### src/rtl/music_pkg.sv
// Shared types and defaults for the buzzer playlist sequencer.
package music_pkg;

  localparam int SONG_W        = 2;
  localparam int DEF_DEPTH     = 4;
  localparam int DEF_GAP_W     = 28;
  localparam int DEF_BLANK_CYC = 4;

  typedef logic [SONG_W-1:0] song_t;

  typedef enum logic [2:0] {
    IDLE,
    LAUNCH,
    BLANK,
    PLAY,
    GAP
  } state_e;

endpackage

### src/rtl/playlist_fifo.sv
// Synchronous song-select FIFO with flush; DEPTH must be a power of two so pointers wrap naturally.
module playlist_fifo
  import music_pkg::*;
#(
  parameter int  DEPTH = DEF_DEPTH,
  parameter int  W     = SONG_W,
  localparam int AW    = $clog2(DEPTH),
  localparam int CW    = $clog2(DEPTH) + 1
) (
  input  logic          clk,
  input  logic          rstn,
  input  logic          push,
  input  logic [W-1:0]  din,
  input  logic          pop,
  input  logic          flush,
  output logic [W-1:0]  dout,
  output logic          full,
  output logic          empty,
  output logic [CW-1:0] count
);

  logic [W-1:0]  mem [DEPTH];
  logic [AW-1:0] wr_ptr;
  logic [AW-1:0] rd_ptr;
  logic          do_push;
  logic          do_pop;

  // Fullness is judged before any same-cycle pop, so a push to a full FIFO is always dropped.
  assign do_push = push && !full && !flush;
  assign do_pop  = pop && !empty && !flush;

  assign full  = (count == CW'(DEPTH));
  assign empty = (count == '0);
  assign dout  = mem[rd_ptr];

  // NOTE: sequential state uses non-blocking (<=) so every register samples pre-edge values.
  always_ff @(posedge clk) begin
    if (!rstn) begin
      wr_ptr <= '0;
      rd_ptr <= '0;
      count  <= '0;
    end else if (flush) begin
      wr_ptr <= '0;
      rd_ptr <= '0;
      count  <= '0;
    end else begin
      if (do_push) wr_ptr <= wr_ptr + AW'(1);
      if (do_pop)  rd_ptr <= rd_ptr + AW'(1);
      count <= count + CW'(do_push) - CW'(do_pop);
    end
  end

  // NOTE: storage is deliberately not reset; count/pointers alone decide which entries are valid.
  always_ff @(posedge clk) begin
    if (do_push) mem[wr_ptr] <= din;
  end

endmodule

### src/rtl/music_playlist_ctrl.sv
// Playlist sequencer: queues song selects, launches each, masks stale finish, inserts a silent gap.
// Build option MUSIC_PLAYLIST_IRQ_EN adds a sticky "playlist drained" irq with irq_clr.
module music_playlist_ctrl
  import music_pkg::*;
#(
  parameter int  DEPTH     = DEF_DEPTH,
  parameter int  GAP_W     = DEF_GAP_W,
  parameter int  BLANK_CYC = DEF_BLANK_CYC,
  localparam int CW        = $clog2(DEPTH) + 1
) (
  input  logic              clk,
  input  logic              rstn,
  input  logic              cmd_valid,
  input  logic [SONG_W-1:0] cmd_select,
  output logic              cmd_ready,
  input  logic              flush,
  input  logic              play_en,
  input  logic [GAP_W-1:0]  gap_cycles,
  output logic [SONG_W-1:0] music_select,
  output logic              music_start,
  input  logic              music_finish,
  output logic              busy,
  output logic [CW-1:0]     fifo_count,
`ifdef MUSIC_PLAYLIST_IRQ_EN
  output logic              irq,
  input  logic              irq_clr,
`endif
  output logic              song_done
);

  localparam int            BW         = $clog2(BLANK_CYC) + 1;
  localparam logic [BW-1:0] BLANK_LAST = BW'(BLANK_CYC - 1);

  state_e           state;
  state_e           state_nx;
  logic             fifo_pop;
  logic             fifo_full;
  logic             fifo_empty;
  song_t            fifo_head;
  logic [BW-1:0]    blank_cnt;
  logic [GAP_W-1:0] gap_cnt;
  logic             gap_done;

  playlist_fifo #(
    .DEPTH (DEPTH),
    .W     (SONG_W)
  ) u_fifo (
    .clk   (clk),
    .rstn  (rstn),
    .push  (cmd_valid),
    .din   (cmd_select),
    .pop   (fifo_pop),
    .flush (flush),
    .dout  (fifo_head),
    .full  (fifo_full),
    .empty (fifo_empty),
    .count (fifo_count)
  );

  assign cmd_ready   = !fifo_full;
  assign gap_done    = (state == GAP) && (gap_cnt == '0);
  assign music_start = (state == LAUNCH);
  assign song_done   = (state == PLAY) && music_finish;
  assign busy        = (state != IDLE);

  always_ff @(posedge clk) begin
    if (!rstn) state <= IDLE;
    else       state <= state_nx;
  end

  // NOTE: every always_comb output gets a default first, so no path can infer a latch.
  always_comb begin
    state_nx = state;
    fifo_pop = 1'b0;
    unique case (state)
      IDLE: begin
        if (play_en && !fifo_empty && !flush) begin
          fifo_pop = 1'b1;
          state_nx = LAUNCH;
        end
      end
      LAUNCH: state_nx = BLANK;
      BLANK:  if (blank_cnt == BLANK_LAST) state_nx = PLAY;
      PLAY:   if (music_finish) state_nx = GAP;
      GAP:    if (gap_done) state_nx = IDLE;
      default: state_nx = IDLE;
    endcase
  end

  // The select is captured at pop so it is already stable during the start pulse.
  always_ff @(posedge clk) begin
    if (!rstn) begin
      music_select <= '0;
      blank_cnt    <= '0;
      gap_cnt      <= '0;
    end else begin
      if (fifo_pop) music_select <= fifo_head;
      blank_cnt <= (state == BLANK) ? blank_cnt + BW'(1) : '0;
      if (song_done)
        gap_cnt <= gap_cycles;
      else if ((state == GAP) && (gap_cnt != '0))
        gap_cnt <= gap_cnt - GAP_W'(1);
    end
  end

`ifdef MUSIC_PLAYLIST_IRQ_EN
  // Set on the GAP->IDLE step with nothing left to play; set wins over a same-cycle clear.
  always_ff @(posedge clk) begin
    if (!rstn)                     irq <= 1'b0;
    else if (gap_done && fifo_empty) irq <= 1'b1;
    else if (irq_clr)              irq <= 1'b0;
  end
`endif

endmodule

### config.mk
export PLATFORM = sky130hd
export DESIGN_NAME = music_playlist_ctrl
export DESIGN_NICKNAME = d
export VERILOG_FILES = /design/src/rtl/music_pkg.sv /design/src/rtl/playlist_fifo.sv /design/src/rtl/music_playlist_ctrl.sv
export SDC_FILE = /design/constraint.sdc
export NUM_CORES = 1
export LEC_CHECK = 0
export ABC_AREA = 1
export BUFFER_PORTS_ARGS = -buffer_cell sky130_fd_sc_hd__buf_4
export CORE_MARGIN = 10
export CORE_UTILIZATION = 50
export CTS_CLUSTER_DIAMETER = 120
export DETAILED_ROUTE_END_ITERATION = 10
export GPL_ROUTABILITY_DRIVEN = 0
export GPL_TIMING_DRIVEN = 0
export PLACE_DENSITY_LB_ADDON = 0.25
export REMOVE_ABC_BUFFERS = 1
export SYNTH_ARGS = -nofsm -noshare
export SYNTH_HDL_FRONTEND = slang
export SYNTH_SLANG_ARGS = --single-unit
### constraint.sdc
create_clock -name clk -period 4.47 [get_ports clk]
set_input_delay 1.341 -clock clk [delete_from_list [all_inputs] [get_ports clk]]
set_output_delay 1.341 -clock clk [all_outputs]
set_load 0.01 [all_outputs]
==> metrics.csv, run 1 <==
stage;metric;value;unit
floorplanning;die height;98.9;um
floorplanning;Initial Util;0.520;
yosys;Avg Cell Area, Syn;6.73;um2
clock_tree;clock-pin slew on the worst setup and hold paths;0.10;ns
clock_tree;CTS max path bufs;2;
finish;diode count;0;
yosys;top cell type's share of synthesized area;0.276;
yosys;Post-synth EDFFs;8;
yosys;cell accounting for the most synthesized area;dfxtp_1;
routing;DR WL met3;495;um
global_route;gr ovfl total;0;
power;PD cells;230;nW/um2
routing;DR top layer;met4;
timing;Final Hold Fails;0;
clock_tree;clock sinks;51;
setup_path;R2R Path Start;u_fifo.count[1];
routing;drt pass-1 iters;4;
timing;Worst Max-Slew Pin Slew;0.587;ns
floorplanning;Core Area;5990;um2
floorplanning;die width;98.9;um
timing;minimum clock period;3.34;ns
power;combinational power share;0.067;
routing;Post-route DRC;0;
power;part of the power in the clock network;0.361;
yosys;mux cell area share after synthesis;0.0193;
floorplanning;I/O pins;45;
finish;nets;549;
clock_tree;TritonCTS Buffers;5;
yosys;Post-Synth Simple-Gate Area;0.351;
timing;Setup TNS Final;0;ns
clock_tree;post_cts resized;0;
routing;DR vias;3007;
clock_tree;Post-CTS Setup Inserts;0;
timing;maximum clock rate;300;MHz
timing;worst-case clock skew;0.0135;ns
yosys;most common flop cell mapped by yosys;dfxtp_1;
finish;Fillers;592;
power;Flop pwr share;0.572;
floorplanning;num rows;28;
finish;P&R area growth vs syn;15.1;%
clock_tree;H-tree Lvls;2;
clock_tree;# hold bufs at CTS;0;
yosys;Cell Area, Synth;3120;um2
yosys;Area contributors post-synth;dfxtp_1, nor2_1, nand2_1;
yosys;Synth Instances;463;
clock_tree;CTS tree;built;
setup_path;r2r endpoint;u_fifo.count[2];
setup_path;critical path class;input pin to output port;
worst_hold_path;Worst Hold Depth;1;
timing;Final Max Tran Viols;0;
yosys;Yosys Warn Count;0;
power;NetSw;0.000207;W
power;leakage power;1.65;nW
worst_hold_path;Hold Path End;blank_cnt[0];
finish;footprint of the multi-input gates;1750;um2
placed_design;PortBufs;44;
global_route;initial antenna violation count;0;
job;max-cap violations;0;
yosys;Seq cells post-synth;51;
global_route;total track usage;0.148;
finish;post-route insts no fill;578;
timing;unrepaired setup endpoints after global routing;false;
routing;wire per inst;12.8;um
yosys;library cells used by synthesis;33;
global_route;vias in the first global route;2832;
yosys;fraction of registers with async set/reset;0;
yosys;largest family of logic cells by synthesized area;simple AND/OR/NAND/NOR gates;
global_route;pin count of the biggest net entering global routing;38;
timing;# setup viols final;0;
setup_path;crit path launch type;input pin;
yosys;Synth Area in XOR/XNOR;0.0253;
yosys;post-synthesis adder-cell area fraction;0.0466;
routing;Via density;5.20;
global_route;first-pass GRT wire length;12.5;mm
clock_tree;CTS Root Cell;clkbuf_8;
setup_path;crit path max fanout;19;
run_status;status;finished, final reports clean;
routing;wire length on met1;3.26;mm
routing;Final ANT Viol Nets;0;
yosys;sequential area share after synthesis;0.353;
power;Peak VDD IR;0.000144;V
worst_hold_path;Hold Startpoint;blank_cnt[0];
power;switching part of the total power;0.251;
placed_design;DP Wirelength;5.50;mm
routing;Routed WL;7.42;mm
timing;max_slew headroom;0.608;
clock_tree;Clock Latency Late Sink;0.32;ns
setup_path;Req. time, crit path;3.13;ns
power;total power;0.000825;W
placed_design;DP Cell Count;570;
setup_path;Reg2Reg Setup Slack;1.98;ns
setup_path;worst reg-to-reg path cell count;11;
timing;fin crit share;0.746;
setup_path;crit path DAT;1.99;ns
finish;layout cells sized above 1;0.151;
routing;met2 WL;3.53;mm
setup_path;crit end category;output port;
timing;final hold slack;0.428;ns
yosys;post-synthesis compound-gate area fraction;0.118;
worst_hold_path;Min-Delay Path Class;register to register;
power;internal cell power;0.000618;W
routing;DRT iter0 DRCs;168;
finish;Reg area;1100;um2
floorplanning;die area;9790;um2
==> how the worst max path moves through the flow <==
stage | startpoint | to | slack (ns) | cells after the start
after floorplan | music_finish | song_done | 0.85 | 2
after global placement | music_finish | gap_cnt[9] | -0.06 | 8
after detailed placement | flush | u_fifo.count[2] | 1.08 | 11
after CTS | music_finish | song_done | 1.14 | 5
after global routing | music_finish | song_done | 1.10 | 5
final | music_finish | song_done | 1.13 | 5
==> power by group through the flow <==
stage	Clock, W	Combinational [W]	Sequential (W)
global placement	0	0.0000537	0.000483
finish	0.000298	0.0000552	0.000472
detailed placement	0	0.0000555	0.000483
global route	0.000317	0.0000620	0.000473
floorplan	0	0.0000191	0.000483
CTS	0.000303	0.0000557	0.000472
==> state kept, by name (all words and copies together), names as in the netlist <==
| register | count |
|---|---|
| blank_cnt | 3 |
| u_fifo.rd_ptr | 2 |
| u_fifo.wr_ptr | 2 |
| music_select | 2 |
| u_fifo.count | 3 |
| gap_cnt | 28 |
| u_fifo.mem | 8 |
| state | 3 |
==> synthesized netlist by cell type, types with 2 or more instances <==
cell type,count
nor2_1,91
nand2_1,82
inv_1,50
nand3_1,44
dfxtp_1,43
a21oi_1,32
o21ai_0,31
or2_2,14
ha_1,10
nand4_1,9
edfxtp_1,8
mux2i_1,6
xnor2_1,6
buf_2,5
buf_1,3
clkbuf_1,3
nand3b_1,3
xor2_1,3
a31oi_1,2
buf_6,2
inv_2,2
nor2_2,2
o21bai_1,2
==> cells in the final DEF (no fill, tap or decap) <==
cell / count
inv_6: 2
xnor2_1: 6
a21oi_1: 32
o21ai_0: 31
nand3b_1: 3
nand2_2: 1
inv_2: 2
nor2_1: 90
mux2i_1: 6
nand2_1: 82
dfxtp_1: 43
and3_1: 1
or2_2: 14
o21bai_1: 2
inv_1: 50
buf_4: 44
nand4_1: 9
inv_8: 1
nor3_1: 1
xor2_1: 3
nor2_2: 3
a31oi_1: 2
nor2_4: 1
nor4_1: 1
o21ai_4: 1
clkinv_1: 1
ha_1: 10
o211ai_1: 1
edfxtp_1: 8
clkbuf_8: 5
nand2_4: 1
fa_1: 1
nand3_1: 44
buf_8: 1
==> metrics by stage <==
stage | setup slack [ns] | util | area, um2
3_5_place_dp | 1.08 | 0.582 | 3490
2_1_floorplan | 0.852 | - | 3050
5_1_grt | 1.10 | 0.598 | 3580
4_1_cts | 1.14 | 0.598 | 3580
6_report | 1.13 | 0.598 | 3580
3_3_place_gp | -0.0629 | 0.579 | 3470
==> area by class of cell <==
type | count | area share
inverters | 53 | 0.0555
repair buffers | 45 | 0.0963
clock buffers | 5 | 0.0192
clock inverters | 3 | 0.00803
flip-flops and latches | 51 | 0.307
well taps | 75 | 0.0262
multi-input cells | 346 | 0.488
==> critical path, stage by stage <==
cell and delay [ns]:
buf_4 0.08, inv_1 0.05, nor2_2 0.16, buf_8 0.20
buf_4 0.15
==> cell families (layout without fill, tap and decap cells) <==
family          Yosys count  after routing
mux                       6              6
buf+inv                  66            106
flops                    51             51
compound gates           69             69
xor+xnor                  9              9
fa+ha+maj                11             11
simple gates            251            251
==> layer usage <==
| metal | vias up | global-route usage |
|---|---|---|
| met5 | - | 0 |
| li1 | 1572 | - |
| met3 | 11 | 0.0363 |
| met1 | 1344 | 0.173 |
| met4 | 0 | 0.0496 |
| met2 | 80 | 0.256 |
Note: power is estimated with default switching activity, not from simulation.
==> inputs of run 2 (changes only) <==
- ABC_AREA: 1 -> 0
- clock period: 4.47 -> 3.46 ns (I/O delays scaled with it)
==> metrics.csv, run 2 <==
stage;metric;value;unit;change
run_status;status;finished, final reports clean;;
clock_tree;clock sinks;51;;unchanged
floorplanning;Core Area;5440;um2;-9.2%
yosys;library cells used by synthesis;46;;+39%
finish;fin util;0.594;;-0.00417
power;part of the power in the clock network;0.345;;-0.016
clock_tree;Clock Latency Late Sink;0.31;ns;about the same
power;Peak VDD IR;0.000174;V;+21%
global_route;Top Usage Layer GRT;met2;;
clock_tree;TritonCTS Buffers;5;;unchanged
timing;Final Hold Fails;0;;unchanged
routing;Via density;5.72;;+9.9%
placed_design;placed cell area;3130;um2;-10%
floorplanning;num rows;27;;-3.6%
yosys;Post-synth EDFFs;8;;unchanged
routing;DR vias;2356;;-22%
finish;max FFs per register;28;;unchanged
finish;P&R area growth vs syn;16.9;%;
yosys;cell accounting for the most synthesized area;dfxtp_1;;
finish;Final Instance Area;3230;um2;-9.8%
yosys;Area contributors post-synth;dfxtp_1, edfxtp_1, o21ai_0;;
timing;minimum clock period;3.32;ns;
clock_tree;H-tree Lvls;2;;unchanged
routing;DRT iter0 DRCs;134;;-20%
placed_design;DP Cell Count;404;;-29%
job;max-cap violations;0;;unchanged
clock_tree;clock-pin slew on the worst setup and hold paths;0.10;ns;about the same
power;PD cells;323;nW/um2;+40%
yosys;top-count cell post-synth;dfxtp_1;;
routing;Final ANT Viol Nets;0;;unchanged
global_route;GR Util met1;0.182;;+0.00854
global_route;initial antenna violation count;0;;unchanged
routing;wire per inst;14.8;um;+16%
finish;largest registers;gap_cnt: 28 flops, u_fifo.mem: 8 flops;;
yosys;sequential area share after synthesis;0.398;;+0.0448
timing;worst-case clock skew;0.0121;ns;-0.00143 ns
timing;maximum clock rate;301;MHz;
setup_path;Reg2Reg Setup Slack;0.55;ns;-1.43 ns
setup_path;critical path class;input pin to output port;;
routing;drt pass-1 iters;5;;+1
global_route;met3 usage;0.0412;;+0.00492
floorplanning;Initial Util;0.508;;-0.0117
worst_hold_path;Min-Delay Path Class;register to register;;
power;NetSw;0.000248;W;+20%
setup_path;crit path launch type;input pin;;
finish;nets;386;;-30%
floorplanning;I/O pins;45;;unchanged
global_route;routing usage on met2;0.229;;-0.0267
worst_hold_path;Worst Hold Depth;1;;unchanged
yosys;Yosys Warn Count;0;;unchanged
setup_path;Req. time, crit path;2.42;ns;-0.71 ns
clock_tree;# hold bufs at CTS;0;;unchanged
yosys;most frequent cells after synthesis;dfxtp_1, o21ai_0, nor2_1;;
global_route;first-pass GRT wire length;10.5;mm;-16%
placed_design;DP Wirelength;4.52;mm;-18%
yosys;Cell Area, Synth;2770;um2;-11%
global_route;pin count of the biggest net entering global routing;57;;+50%
floorplanning;die height;94.4;um;-4.6%
setup_path;crit path max fanout;56;;+37
global_route;vias in the first global route;2338;;-17%
power;switching part of the total power;0.238;;-0.0135
timing;unrepaired setup endpoints after global routing;false;;
yosys;top cell type's share of synthesized area;0.311;;+0.0350
timing;final hold slack;0.429;ns;+0.000458 ns
power;combinational power share;0.070;;+0.003
power;total power;0.00104;W;+26%
finish;Fillers;487;;-18%
placed_design;PortBufs;44;;unchanged
timing;# setup viols final;0;;unchanged
finish;layout cells sized above 1;0.200;;+0.0489
power;internal cell power;0.000795;W;+29%
clock_tree;CTS max path bufs;2;;unchanged
yosys;Seq cells post-synth;51;;unchanged
setup_path;crit end category;output port;;
finish;commonest non-fill, non-tap cell in the layout;buf_4;;
timing;Worst Max-Slew Pin Slew;0.731;ns;+0.144 ns
floorplanning;die area;8900;um2;-9.0%
finish;footprint of the multi-input gates;1560;um2;-11%
finish;Biggest register;gap_cnt;;
yosys;fraction of registers with async set/reset;0;;unchanged
floorplanning;die width;94.4;um;-4.6%
routing;Post-route DRC;0;;unchanged
timing;max_slew headroom;0.509;;-0.0995
power;Flop pwr share;0.585;;+0.013
setup_path;worst reg-to-reg path cell count;10;;-1
finish;most frequent cells in the layout;buf_4, dfxtp_1, o21ai_0;;
global_route;gr ovfl total;0;;unchanged
routing;Routed WL;6.11;mm;-18%
clock_tree;Post-CTS Setup Inserts;0;;unchanged
finish;diode count;0;;unchanged
yosys;Synth Instances;301;;-35%
finish;post-route insts no fill;412;;-29%
timing;Final Max Tran Viols;0;;unchanged
global_route;total track usage;0.143;;-0.00504
finish;Reg area;1100;um2;unchanged
clock_tree;CTS Root Cell;clkbuf_8;;
yosys;Avg Cell Area, Syn;9.19;um2;+37%
timing;fin crit share;0.960;;
setup_path;crit path DAT;2.29;ns;+0.30 ns
yosys;most common flop cell mapped by yosys;dfxtp_1;;
power;leakage power;1.19;nW;-28%
clock_tree;CTS tree;built;;
run 2: changes by cell type after synthesis, sizes merged, moves of 8 or more:
cell	change
inv	-39
xnor2	+8
a211oi	+9
or2	-14
nor3	+9
nor2	-70
nand3	-36
nand2	-73
nor4	+11
a21oi	-11
or3	+8
run 2: cells by family (layout without fill, tap and decap cells):
| group | Yosys count | after routing | share of synthesized area |
|---|---|---|---|
| compound gates | 75 | 75 | 0.164 |
| xor+xnor | 22 | 22 | 0.0697 |
| fa+ha+maj | 11 | 11 | 0.0525 |
| buf+inv | 28 | 67 | 0.0407 |
| flops | 51 | 51 | 0.398 |
| mux | 6 | 6 | 0.0308 |
| simple gates | 108 | 108 | 0.244 |
run 2: through the flow:
step | setup WS (ns) | TNS, ns
after floorplan | 0.00547 | 0
after global placement | -1.00 | -2.34
after detailed placement | -0.296 | -0.474
after CTS | 0.0620 | 0
after global routing | 0.00758 | 0
final | 0.137 | 0
run 2: path summary, 6_finish.rpt:
kind / from / end
hold / removal: blank_cnt[0] / blank_cnt[0]
setup reg to reg: state[0] / u_fifo.count[2]
hold reg to reg: blank_cnt[0] / blank_cnt[0]
setup / recovery: music_finish / song_done
run 2: layout make-up:
type                       instances  area share
clock buffer                       5      0.0213
clock inverter                     3     0.00774
inverter                          15      0.0186
multi-input combinational        222       0.482
sequential                        51       0.341
tap                               72      0.0279
timing repair buffer              44       0.102
run 2: what timing repair did:
item,4_1_cts,5_1_grt
endpoints found under the hold margin,0,0
gates resized for setup,1,1
setup endpoints to repair,1,1
run 2: critical path, stage by stage:
cell	delay (ns)
buf_4	0.12
nand2_1	0.06
or3_4	0.46
clkinvlp_4	0.37
buf_4	0.23
run 2: layer usage:
layer,vias to the layer above,part of all wire
met5,-,0
met4,0,0.0064
met3,4,0.067
met2,69,0.47
met1,1095,0.46
li1,1188,-
run 2: power groups by stage:
stage / clock network [W] / logic (W) / registers [W]
after floorplan: 0 / 0.0000278 / 0.000624
after detailed placement: 0 / 0.0000737 / 0.000624
final: 0.000360 / 0.0000727 / 0.000610
after global routing: 0.000397 / 0.0000824 / 0.000611
after global placement: 0 / 0.0000728 / 0.000624
after CTS: 0.000371 / 0.0000742 / 0.000610
==> inputs of run 3 (changes only) <==
- PLACE_DENSITY: not set -> 0.72
- PLACE_DENSITY_LB_ADDON: 0.25 -> not set
==> metrics.csv, run 3 (same netlist as run 2, synthesis figures left out) <==
stage;metric;value;unit;change
setup_path;CP bufs+invs;3;;unchanged
clock_tree;CTS Root Cell;clkbuf_8;;
finish;nets;386;;unchanged
timing;maximum clock rate;300;MHz;-0.19%
power;switching part of the total power;0.245;;+0.00756
finish;largest registers;gap_cnt: 28 flops, u_fifo.mem: 8 flops;;
power;leakage power;1.20;nW;about the same
power;NetSw;0.000259;W;+4.3%
clock_tree;CTS tree;built;;
routing;Final ANT Viol Nets;0;;unchanged
setup_path;crit path DAT;2.29;ns;about the same
power;PD cells;325;nW/um2;+0.82%
setup_path;CP delay by family, top;buffers and inverters;;
power;Flop pwr share;0.579;;-0.006
power;internal cell power;0.000795;W;about the same
global_route;first-pass GRT wire length;10.3;mm;-2.6%
floorplanning;die area;8900;um2;unchanged
power;total power;0.00105;W;+1.1%
floorplanning;num rows;27;;unchanged
routing;DR vias;2338;;-0.76%
timing;unrepaired setup endpoints after global routing;false;;
setup_path;worst-path cell chain;buf_4 -> nand2_1 -> or3_4 -> clkinvlp_4 -> buf_4;;
setup_path;Top cell by count, worst path;buf_4;;
global_route;initial antenna violation count;0;;unchanged
floorplanning;die height;94.4;um;unchanged
clock_tree;clock sinks;51;;unchanged
routing;drt pass-1 iters;4;;-1
timing;Setup TNS Final;0;ns;unchanged
finish;Biggest register;gap_cnt;;
timing;worst-case clock skew;0.00757;ns;-0.00448 ns
timing;Worst Max-Slew Pin Slew;0.563;ns;-0.168 ns
global_route;gr ovfl total;0;;unchanged
setup_path;Worst path slowest cell;or3_4;;
timing;# setup viols final;0;;unchanged
setup_path;critical path class;input pin to output port;;
finish;max FFs per register;28;;unchanged
global_route;vias in the first global route;2281;;-2.4%
run_status;status;finished, final reports clean;;
routing;Post-route DRC;0;;unchanged
job;max-cap violations;0;;unchanged
setup_path;crit path launch type;input pin;;
setup_path;Req. time, crit path;2.42;ns;about the same
finish;layout cells sized above 1;0.200;;unchanged
clock_tree;# hold bufs at CTS;0;;unchanged
global_route;total track usage;0.139;;-0.00375
routing;Via density;5.67;;-0.76%
floorplanning;Initial Util;0.508;;unchanged
worst_hold_path;Min-Delay Path Class;register to register;;
routing;DRT iter0 DRCs;139;;+3.7%
floorplanning;die width;94.4;um;unchanged
finish;fin util;0.596;;+0.00161
routing;Routed WL;6.13;mm;+0.33%
clock_tree;Clock Latency Late Sink;0.31;ns;about the same
setup_path;CP max stage delay;0.45;ns;about the same
placed_design;DP Wirelength;4.38;mm;-3.0%
clock_tree;clock-pin slew on the worst setup and hold paths;0.10;ns;about the same
timing;minimum clock period;3.33;ns;+0.00630 ns
global_route;pin count of the biggest net entering global routing;57;;unchanged
finish;diode count;0;;unchanged
placed_design;PortBufs;44;;unchanged
finish;most frequent cells in the layout;buf_4, dfxtp_1, o21ai_0;;
timing;fin crit share;0.962;;+0.00182
setup_path;crit end category;output port;;
finish;P&R area growth vs syn;17.2;%;
power;combinational power share;0.071;;about the same
power;Peak VDD IR;0.000173;V;-0.99%
finish;Fillers;487;;unchanged
clock_tree;H-tree Lvls;2;;unchanged
setup_path;crit path max fanout;56;;unchanged
clock_tree;TritonCTS Buffers;5;;unchanged
timing;max_slew headroom;0.619;;+0.111
finish;commonest non-fill, non-tap cell in the layout;buf_4;;
clock_tree;CTS max path bufs;2;;unchanged
timing;Final Max Tran Viols;0;;unchanged
floorplanning;Core Area;5440;um2;unchanged
floorplanning;I/O pins;45;;unchanged
routing;wire per inst;14.9;um;+0.33%
timing;Final Hold Fails;0;;unchanged
power;part of the power in the clock network;0.350;;+0.005
-- run 3: cell counts in the layout (fill, tap and decap cells not counted) --
Identical to the previous run, type by type.
-- run 3: power groups by stage --
stage                     Clock, W  Combinational, W  Sequential (W)
after detailed placement         0         0.0000738        0.000624
after floorplan                  0         0.0000278        0.000624
after global routing      0.000399         0.0000831        0.000611
final                     0.000369         0.0000744        0.000610
after global placement           0         0.0000729        0.000624
after CTS                 0.000378         0.0000743        0.000610
-- run 3: repair_timing --
item | CTS | global route
setup endpoints to repair | 1 | 2
setup buffers | 0 | 0
gates resized for setup | 1 | 2
cloned | 0 | 0
-- run 3: metrics by stage --
step | hold WS (ns) | worst slack [ns] | cells | area (um2)
after global placement | 0.411 | -1.02 | 404 | 3130
final | 0.426 | 0.131 | 412 | 3240
after CTS | 0.430 | 0.0541 | 412 | 3230
after detailed placement | 0.413 | -0.280 | 404 | 3130
after floorplan | 0.399 | 0.00547 | 288 | 2710
after global routing | 0.470 | 0.0229 | 412 | 3240
-- run 3: metal layers --
metal | routed length (um) | GRT usage | up-vias
met4 | 80 | 0.0418 | 0
li1 | - | - | 1192
met5 | 0 | 0 | -
met3 | 393 | 0.0420 | 10
met2 | 2880 | 0.228 | 56
met1 | 2770 | 0.171 | 1080
-- run 3: path summary, 6_finish.rpt --
check | startpoint | slack (ns) | endpoint | cells after the start
hold / removal | blank_cnt[0] | 0.43 | blank_cnt[0] | 1
hold reg to reg | blank_cnt[0] | 0.43 | blank_cnt[0] | 1
setup reg to reg | state[0] | 0.71 | u_fifo.count[2] | 10
setup / recovery | music_finish | 0.13 | song_done | 5
-- run 3: area by class of cell --
class	instances	area [um2]	share of cell area
Timing Repair Buffer	44	330	0.102
Multi-Input combinational cell	222	1570	0.483
Tap cell	72	90.1	0.0278
Inverter	15	60.1	0.0185
Clock inverter	3	25.0	0.00772
Sequential cell	51	1100	0.340
Clock buffer	5	68.8	0.0212
